<file path="src/rtl/note_sequencer_pkg.sv">
// Shared constants and types for the song-playback sequencer.
// Latency: n/a (definitions only).
// Backpressure: n/a.
package note_sequencer_pkg;

    localparam int DEF_SONG_AW = 5;
    localparam int DEF_K_W     = 22;
    localparam int DEF_DUR_W   = 6;
    localparam int SEL_W       = 2;
    localparam int NOTE_W      = 6;
    localparam int DATA_W      = 16;

    // song_data layout: [15] rest, [14:9] note, [8:3] dur, [2:0] unused
    localparam int REST_BIT = 15;
    localparam int NOTE_MSB = 14;
    localparam int NOTE_LSB = 9;
    localparam int DUR_MSB  = 8;
    localparam int DUR_LSB  = 3;
    localparam int END_DUR  = 0;

    typedef enum logic [2:0] {
        ST_IDLE   = 3'd0,
        ST_FETCH  = 3'd1,
        ST_DECODE = 3'd2,
        ST_LOAD   = 3'd3,
        ST_PLAY   = 3'd4,
        ST_DONE   = 3'd5
    } state_t;

    // Phase increments of the top octave (notes 52..63, E6..D#7) scaled by 2^8,
    // i.e. round(f * 2^22 / 48000 * 256). Lower octaves are derived by shifting,
    // keeping the extra fraction bits so each entry still rounds to nearest.
    function automatic logic [25:0] top_oct_frac(input int idx);
        case (idx)
            0:       return 26'd29494575;
            1:       return 26'd31248413;
            2:       return 26'd33106541;
            3:       return 26'd35075158;
            4:       return 26'd37160835;
            5:       return 26'd39370534;
            6:       return 26'd41711627;
            7:       return 26'd44191930;
            8:       return 26'd46819719;
            9:       return 26'd49603764;
            10:      return 26'd52553357;
            default: return 26'd55678342;
        endcase
    endfunction

endpackage

</file>
<file path="src/rtl/note_sequencer_if.sv">
// Control/ROM/DDS signal bundle around the note sequencer.
// Latency: n/a (wiring only).
// Backpressure: none; beat/restart are fire-and-forget pulses.
// master: the sequencer (drives song_addr, k, note_valid, note_done, song_done)
// slave:  the surroundings (user controls, beat generator, song ROM, dds)
interface note_sequencer_if #(
    parameter int SONG_AW = note_sequencer_pkg::DEF_SONG_AW,
    parameter int K_W     = note_sequencer_pkg::DEF_K_W
);
    logic                                   play;
    logic                                   restart;
    logic [note_sequencer_pkg::SEL_W-1:0]   song_sel;
    logic                                   beat;
    logic [note_sequencer_pkg::SEL_W+SONG_AW-1:0] song_addr;
    logic [note_sequencer_pkg::DATA_W-1:0]  song_data;
    logic [K_W-1:0]                         k;
    logic                                   note_valid;
    logic                                   note_done;
    logic                                   song_done;

    modport master (
        input  play, restart, song_sel, beat, song_data,
        output song_addr, k, note_valid, note_done, song_done
    );

    modport slave (
        output play, restart, song_sel, beat, song_data,
        input  song_addr, k, note_valid, note_done, song_done
    );
endinterface

</file>
<file path="src/rtl/note_sequencer_freq_rom.sv">
// Note index -> 22-bit DDS phase increment (48 kHz, 2^22 accumulator); note 0 = silence.
// Latency: 1 cycle (registered output).
// Backpressure: none; looks up every cycle.
// Ports: clk, reset (async active-low), note (6b in), k (K_W out).
module freq_rom
    import note_sequencer_pkg::*;
#(
    parameter int K_W = DEF_K_W
) (
    input  logic              clk,
    input  logic              reset,
    input  logic [NOTE_W-1:0] note,
    output logic [K_W-1:0]    k
);

    logic [K_W-1:0] tbl [64];

    assign tbl[0] = '0;

    // Note n sits D octaves below the top-octave entry IDX; shift right by
    // 8+D with a half-LSB added for round-to-nearest.
    for (genvar i = 1; i < 64; i++) begin : g_tbl
        localparam int D   = (63 - i) / 12;
        localparam int IDX = i + 12 * D - 52;
        localparam logic [26:0] SUM = 27'(top_oct_frac(IDX)) + (27'd1 << (7 + D));
        assign tbl[i] = K_W'(SUM >> (8 + D));
    end

    always_ff @(posedge clk or negedge reset) begin
        if (!reset) k <= '0;
        else        k <= tbl[note];
    end

endmodule

</file>
<file path="src/rtl/note_sequencer.sv">
// Steps through a song ROM and holds each note's phase increment for its beat count.
// Latency: k valid 3 edges after entering FETCH (ROM read, freq lookup, load).
// Backpressure: none; beats outside PLAY or while paused are dropped.
// Ports: clk, reset (async active-low), bus (note_sequencer_if.master).
module note_sequencer
    import note_sequencer_pkg::*;
#(
    parameter int SONG_AW = DEF_SONG_AW,
    parameter int K_W     = DEF_K_W,
    parameter int DUR_W   = DEF_DUR_W
) (
    input  logic             clk,
    input  logic             reset,
    note_sequencer_if.master bus
);

    state_t                     state, state_nxt;
    logic [SEL_W-1:0]           sel_q, sel_nxt;
    logic [SONG_AW-1:0]         offset, offset_nxt, offset_inc;
    logic [DUR_W-1:0]           cnt, cnt_nxt, dur_q, dur_nxt, data_dur;
    logic                       rest_q, rest_nxt;
    logic [SEL_W+SONG_AW-1:0]   addr_q, addr_nxt;
    logic [K_W-1:0]             k_q, k_nxt, rom_k;
    logic                       valid_q, valid_nxt;
    logic                       ndone_q, ndone_nxt;
    logic                       sdone_q, sdone_nxt;
    logic [NOTE_W-1:0]          rom_note;
    logic                       qual_beat;
    logic                       data_unused;

    assign data_dur    = DUR_W'(bus.song_data[DUR_MSB:DUR_LSB]);
    assign rom_note    = bus.song_data[NOTE_MSB:NOTE_LSB];
    assign data_unused = ^bus.song_data[DUR_LSB-1:0];
    assign qual_beat   = bus.beat & bus.play;
    assign offset_inc  = offset + SONG_AW'(1);

    // The ROM is fed straight from song_data; its register captures the note
    // on the DECODE->LOAD edge, so the value is ready while in LOAD.
    freq_rom #(.K_W(K_W)) u_freq_rom (
        .clk   (clk),
        .reset (reset),
        .note  (rom_note),
        .k     (rom_k)
    );

    always_comb begin
        state_nxt  = state;
        sel_nxt    = sel_q;
        offset_nxt = offset;
        cnt_nxt    = cnt;
        dur_nxt    = dur_q;
        rest_nxt   = rest_q;
        addr_nxt   = addr_q;
        k_nxt      = k_q;
        ndone_nxt  = 1'b0;

        case (state)
            ST_IDLE: begin
                if (bus.play) begin
                    state_nxt  = ST_FETCH;
                    sel_nxt    = bus.song_sel;
                    offset_nxt = '0;
                    addr_nxt   = {bus.song_sel, {SONG_AW{1'b0}}};
                end
            end
            ST_FETCH:  state_nxt = ST_DECODE;
            ST_DECODE: begin
                if (data_dur == DUR_W'(END_DUR)) begin
                    state_nxt = ST_DONE;
                    k_nxt     = '0;
                end else begin
                    rest_nxt  = bus.song_data[REST_BIT];
                    dur_nxt   = data_dur;
                    state_nxt = ST_LOAD;
                end
            end
            ST_LOAD: begin
                k_nxt     = rest_q ? '0 : rom_k;
                cnt_nxt   = dur_q;
                state_nxt = ST_PLAY;
            end
            ST_PLAY: begin
                if (qual_beat && cnt != '0) begin
                    cnt_nxt = cnt - DUR_W'(1);
                    if (cnt == DUR_W'(1)) begin
                        ndone_nxt = 1'b1;
                        // Last entry of the song region: stop instead of wrapping.
                        if (offset == {SONG_AW{1'b1}}) begin
                            state_nxt = ST_DONE;
                            k_nxt     = '0;
                        end else begin
                            offset_nxt = offset_inc;
                            addr_nxt   = {sel_q, offset_inc};
                            state_nxt  = ST_FETCH;
                        end
                    end
                end
            end
            ST_DONE:  k_nxt = '0;
            default:  state_nxt = ST_IDLE;
        endcase

        // restart overrides whatever the state logic decided, including a beat.
        if (bus.restart) begin
            state_nxt  = ST_FETCH;
            sel_nxt    = bus.song_sel;
            offset_nxt = '0;
            addr_nxt   = {bus.song_sel, {SONG_AW{1'b0}}};
            k_nxt      = '0;
            cnt_nxt    = '0;
            ndone_nxt  = 1'b0;
        end

        // Mute the final beat of multi-beat notes so repeats stay separated.
        valid_nxt = (state_nxt == ST_PLAY) && bus.play && !rest_nxt &&
                    ((cnt_nxt > DUR_W'(1)) || (dur_nxt == DUR_W'(1)));
        sdone_nxt = (state_nxt == ST_DONE);
    end

    always_ff @(posedge clk or negedge reset) begin
        if (!reset) begin
            state   <= ST_IDLE;
            sel_q   <= '0;
            offset  <= '0;
            cnt     <= '0;
            dur_q   <= '0;
            rest_q  <= 1'b0;
            addr_q  <= '0;
            k_q     <= '0;
            valid_q <= 1'b0;
            ndone_q <= 1'b0;
            sdone_q <= 1'b0;
        end else begin
            state   <= state_nxt;
            sel_q   <= sel_nxt;
            offset  <= offset_nxt;
            cnt     <= cnt_nxt;
            dur_q   <= dur_nxt;
            rest_q  <= rest_nxt;
            addr_q  <= addr_nxt;
            k_q     <= k_nxt;
            valid_q <= valid_nxt;
            ndone_q <= ndone_nxt;
            sdone_q <= sdone_nxt;
        end
    end

    assign bus.song_addr  = addr_q;
    assign bus.k          = k_q;
    assign bus.note_valid = valid_q;
    assign bus.note_done  = ndone_q;
    assign bus.song_done  = sdone_q;

endmodule
</file>
<file path="src/flat_wrapper.sv">
// flat-port wrapper written by rule: the top's interface ports become plain ports
module note_sequencer_flat import note_sequencer_pkg::*;
#(
    parameter int SONG_AW = DEF_SONG_AW,
    parameter int K_W     = DEF_K_W,
    parameter int DUR_W   = DEF_DUR_W
)
  (clk, reset, bus_play, bus_restart, bus_song_sel, bus_beat, bus_song_data, bus_song_addr, bus_k, bus_note_valid, bus_note_done, bus_song_done);
  note_sequencer_if #(.SONG_AW(SONG_AW), .K_W(K_W)) bus_i ();
  input  logic clk;
  input  logic reset;
  input wire logic [$bits(bus_i.play)-1:0] bus_play;
  input wire logic [$bits(bus_i.restart)-1:0] bus_restart;
  input wire logic [$bits(bus_i.song_sel)-1:0] bus_song_sel;
  input wire logic [$bits(bus_i.beat)-1:0] bus_beat;
  input wire logic [$bits(bus_i.song_data)-1:0] bus_song_data;
  output wire logic [$bits(bus_i.song_addr)-1:0] bus_song_addr;
  output wire logic [$bits(bus_i.k)-1:0] bus_k;
  output wire logic [$bits(bus_i.note_valid)-1:0] bus_note_valid;
  output wire logic [$bits(bus_i.note_done)-1:0] bus_note_done;
  output wire logic [$bits(bus_i.song_done)-1:0] bus_song_done;
  assign bus_i.play = bus_play;
  assign bus_i.restart = bus_restart;
  assign bus_i.song_sel = bus_song_sel;
  assign bus_i.beat = bus_beat;
  assign bus_i.song_data = bus_song_data;
  assign bus_song_addr = bus_i.song_addr;
  assign bus_k = bus_i.k;
  assign bus_note_valid = bus_i.note_valid;
  assign bus_note_done = bus_i.note_done;
  assign bus_song_done = bus_i.song_done;
  note_sequencer #(.SONG_AW(SONG_AW), .K_W(K_W), .DUR_W(DUR_W)) u_core (.clk(clk), .reset(reset), .bus(bus_i));
endmodule
</file>
<file path="config.mk">
export PLATFORM = sky130hd
export DESIGN_NAME = note_sequencer_flat
export DESIGN_NICKNAME = d
export VERILOG_FILES = /design/src/rtl/note_sequencer_pkg.sv /design/src/rtl/note_sequencer_if.sv /design/src/rtl/note_sequencer_freq_rom.sv /design/src/rtl/note_sequencer.sv /design/src/flat_wrapper.sv
export SDC_FILE = /design/constraint.sdc
export NUM_CORES = 1
export LEC_CHECK = 0
export BUFFER_PORTS_ARGS = -buffer_cell sky130_fd_sc_hd__buf_2
export CAP_MARGIN = 20
export CORE_ASPECT_RATIO = 0.7
export CORE_MARGIN = 4
export CORE_UTILIZATION = 39
export DETAILED_ROUTE_END_ITERATION = 12
export GPL_TIMING_DRIVEN = 0
export RECOVER_POWER = 25
export SETUP_SLACK_MARGIN = 0.02
export SYNTH_ARGS = -nofsm -noshare
export SYNTH_HDL_FRONTEND = slang
export SYNTH_HIERARCHICAL = 1
export SYNTH_SLANG_ARGS = --single-unit
</file>
<file path="constraint.sdc">
create_clock -name clk -period 2.06 [get_ports clk]
set_input_delay 0.412 -clock clk [delete_from_list [all_inputs] [get_ports clk]]
set_output_delay 0.412 -clock clk [all_outputs]
set_load 0.005 [all_outputs]
</file>
Word-level counts from Yosys, hierarchy flattened
Memories as Yosys holds them, arrays and structs flattened. A register that Yosys moved wholly into a read port is not among the register bits.
Cells that the tools add are included.
W data, S select, Z words.
- flip-flop bits (word level): 55
- memory bits (read-only): 1408
- output and inout bits: 32
- logic and storage cells: 90
- memories kept: 1
- add/subtract/negate cells: 2
- $lt $le $gt $ge: 1
- equal/unequal tests: 16
- multiplexer cells: 40
- bitwise operators: 2
- reductions and logical operators: 17
- memory list (name ; words ; bits a word ; read ports ; clocked after memory_dff ; wr ports ; RTL line ; source):
    (name not given) ; 64 ; 22 ; 1 ; 1 ; 0 ; note_sequencer_freq_rom.sv:31 ; else k <= tbl[note];
- operators with widths (operator ; count):
    $mux W22 ; 6
    $pmux W22 S4 ; 1
    $mux W7 ; 5
    $mux W5 ; 5
    $mux W6 ; 4
    $mux W3 ; 6
    $pmux W3 S6 ; 1
    $pmux W7 S2 ; 1
    $eq A3 B3 Y1 const B ; 4
    $eq A6 B1 Y1 const B ; 2
    $ne A3 B2 Y1 const B ; 4
    $pmux W6 S2 ; 1
    $pmux W5 S2 ; 1
    $reduce_and A5 Y1 ; 2
    $not A6 Y7 ; 1
    $eq A3 B2 Y1 const B ; 2
    $gt A6 B1 Y1 const B ; 1
    $logic_not A6 Y1 ; 1
    $mux W1 ; 6
    $mux W2 ; 3
    $ne A3 B3 Y1 const B ; 2
    $reduce_bool A6 Y1 ; 1
    $sub A6 B1 Y6 const B ; 1
    $add A5 B1 Y5 const B ; 1
    other kinds (11) ; 16

Depth between registers and ports, before layout
- depth in word-level cells: 10
- mapped depth: 8
- gate-level depth less buffers: 7

By module
The synthesis kept the hierarchy.
- modules (own cells, without submodules) (module ; instances ; cells each ; area an instance (um2) ; sequential area each (um2)):
    note_sequencer ; 1 ; 210 ; 2401.1 ; 1251.2
    freq_rom ; 1 ; 273 ; 2217.1 ; 450.4

Least setup slack after synthesis
No wires, ideal clock.
- path type: input to register
- start: input port bus_song_data[5]
- end: register u_core.valid_q (netlist: u_core/bus.note_valid)
- arrival time: 2.081 ns
- slack: -0.088 ns
- stages: 5
- path through: or4_4 o31ai_4 mux2_4 a2111oi_2 o41a_1
- elaborated cells between the ends (all ways): 15
- those cells by class: 2 x eq/ne; 7 x mux; 6 x reduce/logical
- RTL lines (item ; RTL line ; source):
    start: declaration ; flat_wrapper.sv:16 ; input wire logic [$bits(bus_i.song_data)-1:0] bus_song_data;
    $logic_not A6 Y1 ; note_sequencer.sv:68 ; if (data_dur == DUR_W'(END_DUR)) begin
    $mux W1 ; note_sequencer.sv:68 ;
    $mux W1 ; note_sequencer.sv:57 ; case (state)
    via u_core.rest_nxt ; note_sequencer.sv:21 ; logic rest_q, rest_nxt;
    $logic_not A1 Y1 ; note_sequencer.sv:115 ; valid_nxt = (state_nxt == ST_PLAY) && bus.play && !rest_nxt &&
    $logic_and A1 B1 Y1 (2 in a row) ; note_sequencer.sv:115 ;
    via u_core.valid_nxt ; note_sequencer.sv:24 ; logic valid_q, valid_nxt;
    end signal: assignment ; note_sequencer.sv:142 ; valid_q <= valid_nxt;
    end: declaration ; note_sequencer.sv:24 ;
The timed path passes the listed nets, and every way through them passes these cells.
A chain may end at the register's enable or synchronous reset.

Worst setup path after layout
- start: register u_core.state[0]
- end: register u_core.valid_q (netlist: u_core/bus.note_valid)
- elaborated cells between the ends (all ways): 23
- those cells by class: 1 x order compare; 7 x eq/ne; 9 x mux; 6 x reduce/logical
- RTL lines (item ; RTL line ; source):
    start: declaration ; note_sequencer.sv:17 ; state_t state, state_nxt;
    start signal: assignment ; note_sequencer.sv:134 ; state <= state_nxt;
    $eq A3 B3 Y1 / $eq A3 B2 Y1 (equally long branches) ; note_sequencer.sv:57 ;
    $pmux W6 S2 * ; note_sequencer.sv:57 ;
    $mux W6 * ; note_sequencer.sv:104 ; if (bus.restart) begin
    via u_core.cnt_nxt[2] ; note_sequencer.sv:20 ; logic [DUR_W-1:0] cnt, cnt_nxt, dur_q, dur_nxt, data_dur;
    $gt A6 B1 Y1 * ; note_sequencer.sv:116 ; ((cnt_nxt > DUR_W'(1)) || (dur_nxt == DUR_W'(1)));
    $logic_or A1 B1 Y1 * ; note_sequencer.sv:116 ;
    $logic_and A1 B1 Y1 * ; note_sequencer.sv:115 ;
    via u_core.valid_nxt ; note_sequencer.sv:24 ;
Mark *: on every way through the listed nets, which the timed path passes. The rest lies on a longest branch.

==> impl_metrics.py <==
metrics = {
    "yosys": {
        "synth_top_family_by_area": "compound AO/OA/AOI/OAI gates",
        "synth_warnings": 6,
        "synth.area.mux_share_pct": 7.29,
        "synthXorXnorAreaFrac_pct": 0.569,
        "ys_types": 85,
        "synth_top_cell_by_area": "dfrtp_1",
        "ys_seq_area_share_pct": 36.8,
        "synthTopCellsByArea": "dfrtp_1, a22o_1, ha_1, nand2_1, mux2i_1",
        "synth_top_area_share_pct": 36.8,
        "synthesis.area_um2": 4620,
        "synthTopCellsByCount": "dfrtp_1, nand2_1, a22o_1",
        "yosysMostFrequentCell": "dfrtp_1",
        "synth-main-ff-cell": "dfrtp_1",
        "synth-seq-cells": 68,
        "async_flop_share_pct": 100,
        "avgSynthCellArea_um2": 9.56,
        "yosys.area_share.simple_pct": 16.4,
        "synthAdderAreaFrac_pct": 4.06,
        "syn_inst": 483,
        "synth_compound_area_share_pct": 27.8,
        "synth_edf_count": 0,
    },
    "grt": {
        "grt_max_degree": 69,
        "busiest_layer": "met1",
        "antenna_found_initial": 0,
        "met2_usage_pct": 28.9,
        "track_usage_pct": 23.0,
        "grt_first_pass_wirelength_um": 25000,
        "grt-ovfl-total": 0,
        "use_met3_pct": 9.26,
        "grt_pass1_vias": 4309,
        "grt_use_met1_pct": 35.5,
    },
    "floorplan": {
        "dieArea_um2": 13700,
        "io_pins": 55,
        "core_area_um2": 11300,
        "fp-row-count": 32,
        "start_util_pct": 40.9,
        "die_x_um": 138,
        "die_h_um": 99.0,
    },
    "clock_tree": {
        "htreeDepth": 3,
        "cts_tree": "done",
        "cts_made_buffers": 9,
        "cts.sinks": 68,
        "insertion_delay_ns": 0.33,
        "clockBufferDepth": 2,
        "cts.clk_slew.worst_paths_ns": 0.06,
        "cts-root-buf": "clkbuf_16",
        "cts_hold_buf": 0,
    },
    "sta": {
        "period_share_pct": 97.9,
        "final-setup-viol-count": 0,
        "slew_viol_final": 69,
        "holdWs_ns": 0.307,
        "relSlewSlack_pct": -11.2,
        "timing.final.hold_violations": 0,
        "finalCriticalPeriod_ns": 2.02,
        "grt_setup_unrepaired": "true",
        "clock-skew-final_ns": 0.00953,
        "tightest_slew_ns": 1.67,
        "max_freq_mhz": 496,
    },
    "detailed_routing": {
        "routed_wl_um": 16100,
        "vias": 4446,
        "drtIter0Drc": 555,
        "ant_nets": 0,
        "drt-pass1-iter-count": 5,
        "routed_via_density": 6.18,
        "wire_per_inst_um": 22.4,
        "drc_errors": 0,
    },
    "power": {
        "p_total_mw": 4.33,
        "ir_drop_uv": 397,
        "p_leak_nw": 2.53,
        "powerDensity_nw_per_um2": 760,
    },
    "critical_path": {
        "path_class": "flip-flop to flip-flop",
        "r2r-start": "u_core/state[0]$_DFF_PN0_",
        "crit_path_end": "u_core/bus.note_valid$_DFF_PN0_",
        "r2r_slack_ns": 0.04,
        "reg2reg_depth": 7,
        "cp.arrival_ns": 2.23,
        "cp-start-kind": "flip-flop",
        "cp-startpoint": "u_core/state[0]$_DFF_PN0_",
        "cp_max_fo": 7,
        "worstReg2RegEnd": "u_core/bus.note_valid$_DFF_PN0_",
        "crit_required_ns": 2.27,
        "crit_path_end_kind": "flip-flop",
    },
    "cells_and_area": {
        "fin_nets": 599,
        "fin_cells": 719,
        "drive_gt1_share_pct": 30.7,
        "diodes": 0,
        "areaGrowthSynthToFinish_pct": 23.5,
    },
    "status": {
        "status": "finished with violations",
        "violations": "max-capacitance violations, max-slew violations",
    },
    "placed_design": {
        "io_buffers": 50,
        "dp.final_hpwl_um": 11700,
        "dp_cells": 689,
        "gp_congestion": 1.03,
    },
    "run": {
        "drv_cap": 1,
    },
    "worst_hold_path": {
        "hold_class": "input pin to flip-flop",
        "whs_path_depth": 2,
    },
}
==> placed cells by master, fill, tap and decap left out, types with 6 or more instances in the layout <==
master     instances
dfrtp_1           64
ha_1              10
clkbuf_16          9
a21oi_1           21
nor2_1            16
o21ai_0           21
a22o_1            28
clkbuf_1           6
o22ai_1            7
o211ai_1          14
nand2_1           37
buf_2             64
inv_1             14
buf_6             12
nand3_1           11
nor3_1             8
mux2i_1           13
a211oi_1           9
buf_4             19
nand2b_1          14
o21ai_1            7
==> power by group <==
part / leakage, nW / switching (mW) / internal, mW
clock: 0.136 / 0.589 / 0.817
combinational: 1.52 / 0.722 / 0.530
sequential: 0.879 / 0.157 / 1.52
total: 2.53 / 1.47 / 2.86
==> timing repair <==
item | 4_1_cts | 5_1_grt
endpoints found under the hold margin | 0 | 0
endpoints found under the setup margin | 37 | 30
buffers inserted | 5 | 9
gates cloned | 0 | 1
gates resized for setup | 26 | 38
pin swaps | 6 | 9
==> worst min-delay path by stage <==
stage / startpoint / end / slack [ns]
finish: bus_song_data[7] / u_core/dur_q[4]$_DFF_PN0_ / 0.31
global route: bus_song_data[7] / u_core/dur_q[4]$_DFF_PN0_ / 0.32
CTS: reset / u_core/bus.song_addr[5]$_DFFE_PN0P_ / 0.23
detailed placement: u_core/u_freq_rom/k[17]$_DFF_PN0_ / u_core/bus.k[17]$_DFFE_PN0P_ / 0.46
global placement: u_core/u_freq_rom/k[5]$_DFF_PN0_ / u_core/bus.k[5]$_DFFE_PN0P_ / 0.45
floorplan: reset / u_core/bus.k[0]$_DFFE_PN0P_ / 0.12
==> registers in the layout (all words and copies together), names as in the netlist, 2 cells and up <==
register,cells
u_core/sel_q,2
u_core/offset,4
u_core/bus.k,22
u_core/cnt,6
u_core/dur_q,6
u_core/bus.song_addr,3
u_core/u_freq_rom/k,18
u_core/state,3
==> per-stage QoR <==
stage | util (%) | area [µm²] | setup WS [ns] | setup TNS, ns
3_3_place_gp | 45.0 | 5080 | -0.967 | -13.93
3_5_place_dp | 45.0 | 5090 | -0.901 | -14.32
4_1_cts | 48.6 | 5490 | 0.0135 | 0
2_1_floorplan | - | 4640 | 0.00806 | 0
6_report | 50.5 | 5700 | 0.0427 | 0
5_1_grt | 50.5 | 5700 | -0.0250 | -0.0401
==> worst max-delay path, stage by stage (launching register included) <==
cell      delay [ns]
dfrtp_1         0.38
buf_6           0.14
or3b_1          0.38
buf_6           0.16
a21oi_2         0.11
a211oi_2        0.10
a211o_1         0.31
o41a_1          0.31
==> cell type report <==
class,count,area (µm²)
Sequential cell,68,1710
Buffer,42,289
Clock buffer,9,225
Timing Repair Buffer,65,377
Inverter,19,77.6
Tap cell,153,191
Fill cell,1070,5590
Clock inverter,7,48.8
Multi-Input combinational cell,356,2790
==> metal layers <==
metal  vias up  wire length [µm]
li1       2001                 -
met1      2135              7650
met2       279              6210
met3        29              1960
met4         2               252
met5         -                48
==> logic make-up after synthesis <==
family,Yosys count
buffers and inverters,62
DFF,68
and+or+nand+nor,136
other,1
xor gates and xnor gates,3
muxes,26
adders and majority gates,15
AOI/OAI and AO/OA,172
Power figures use the tool's default switching activity.
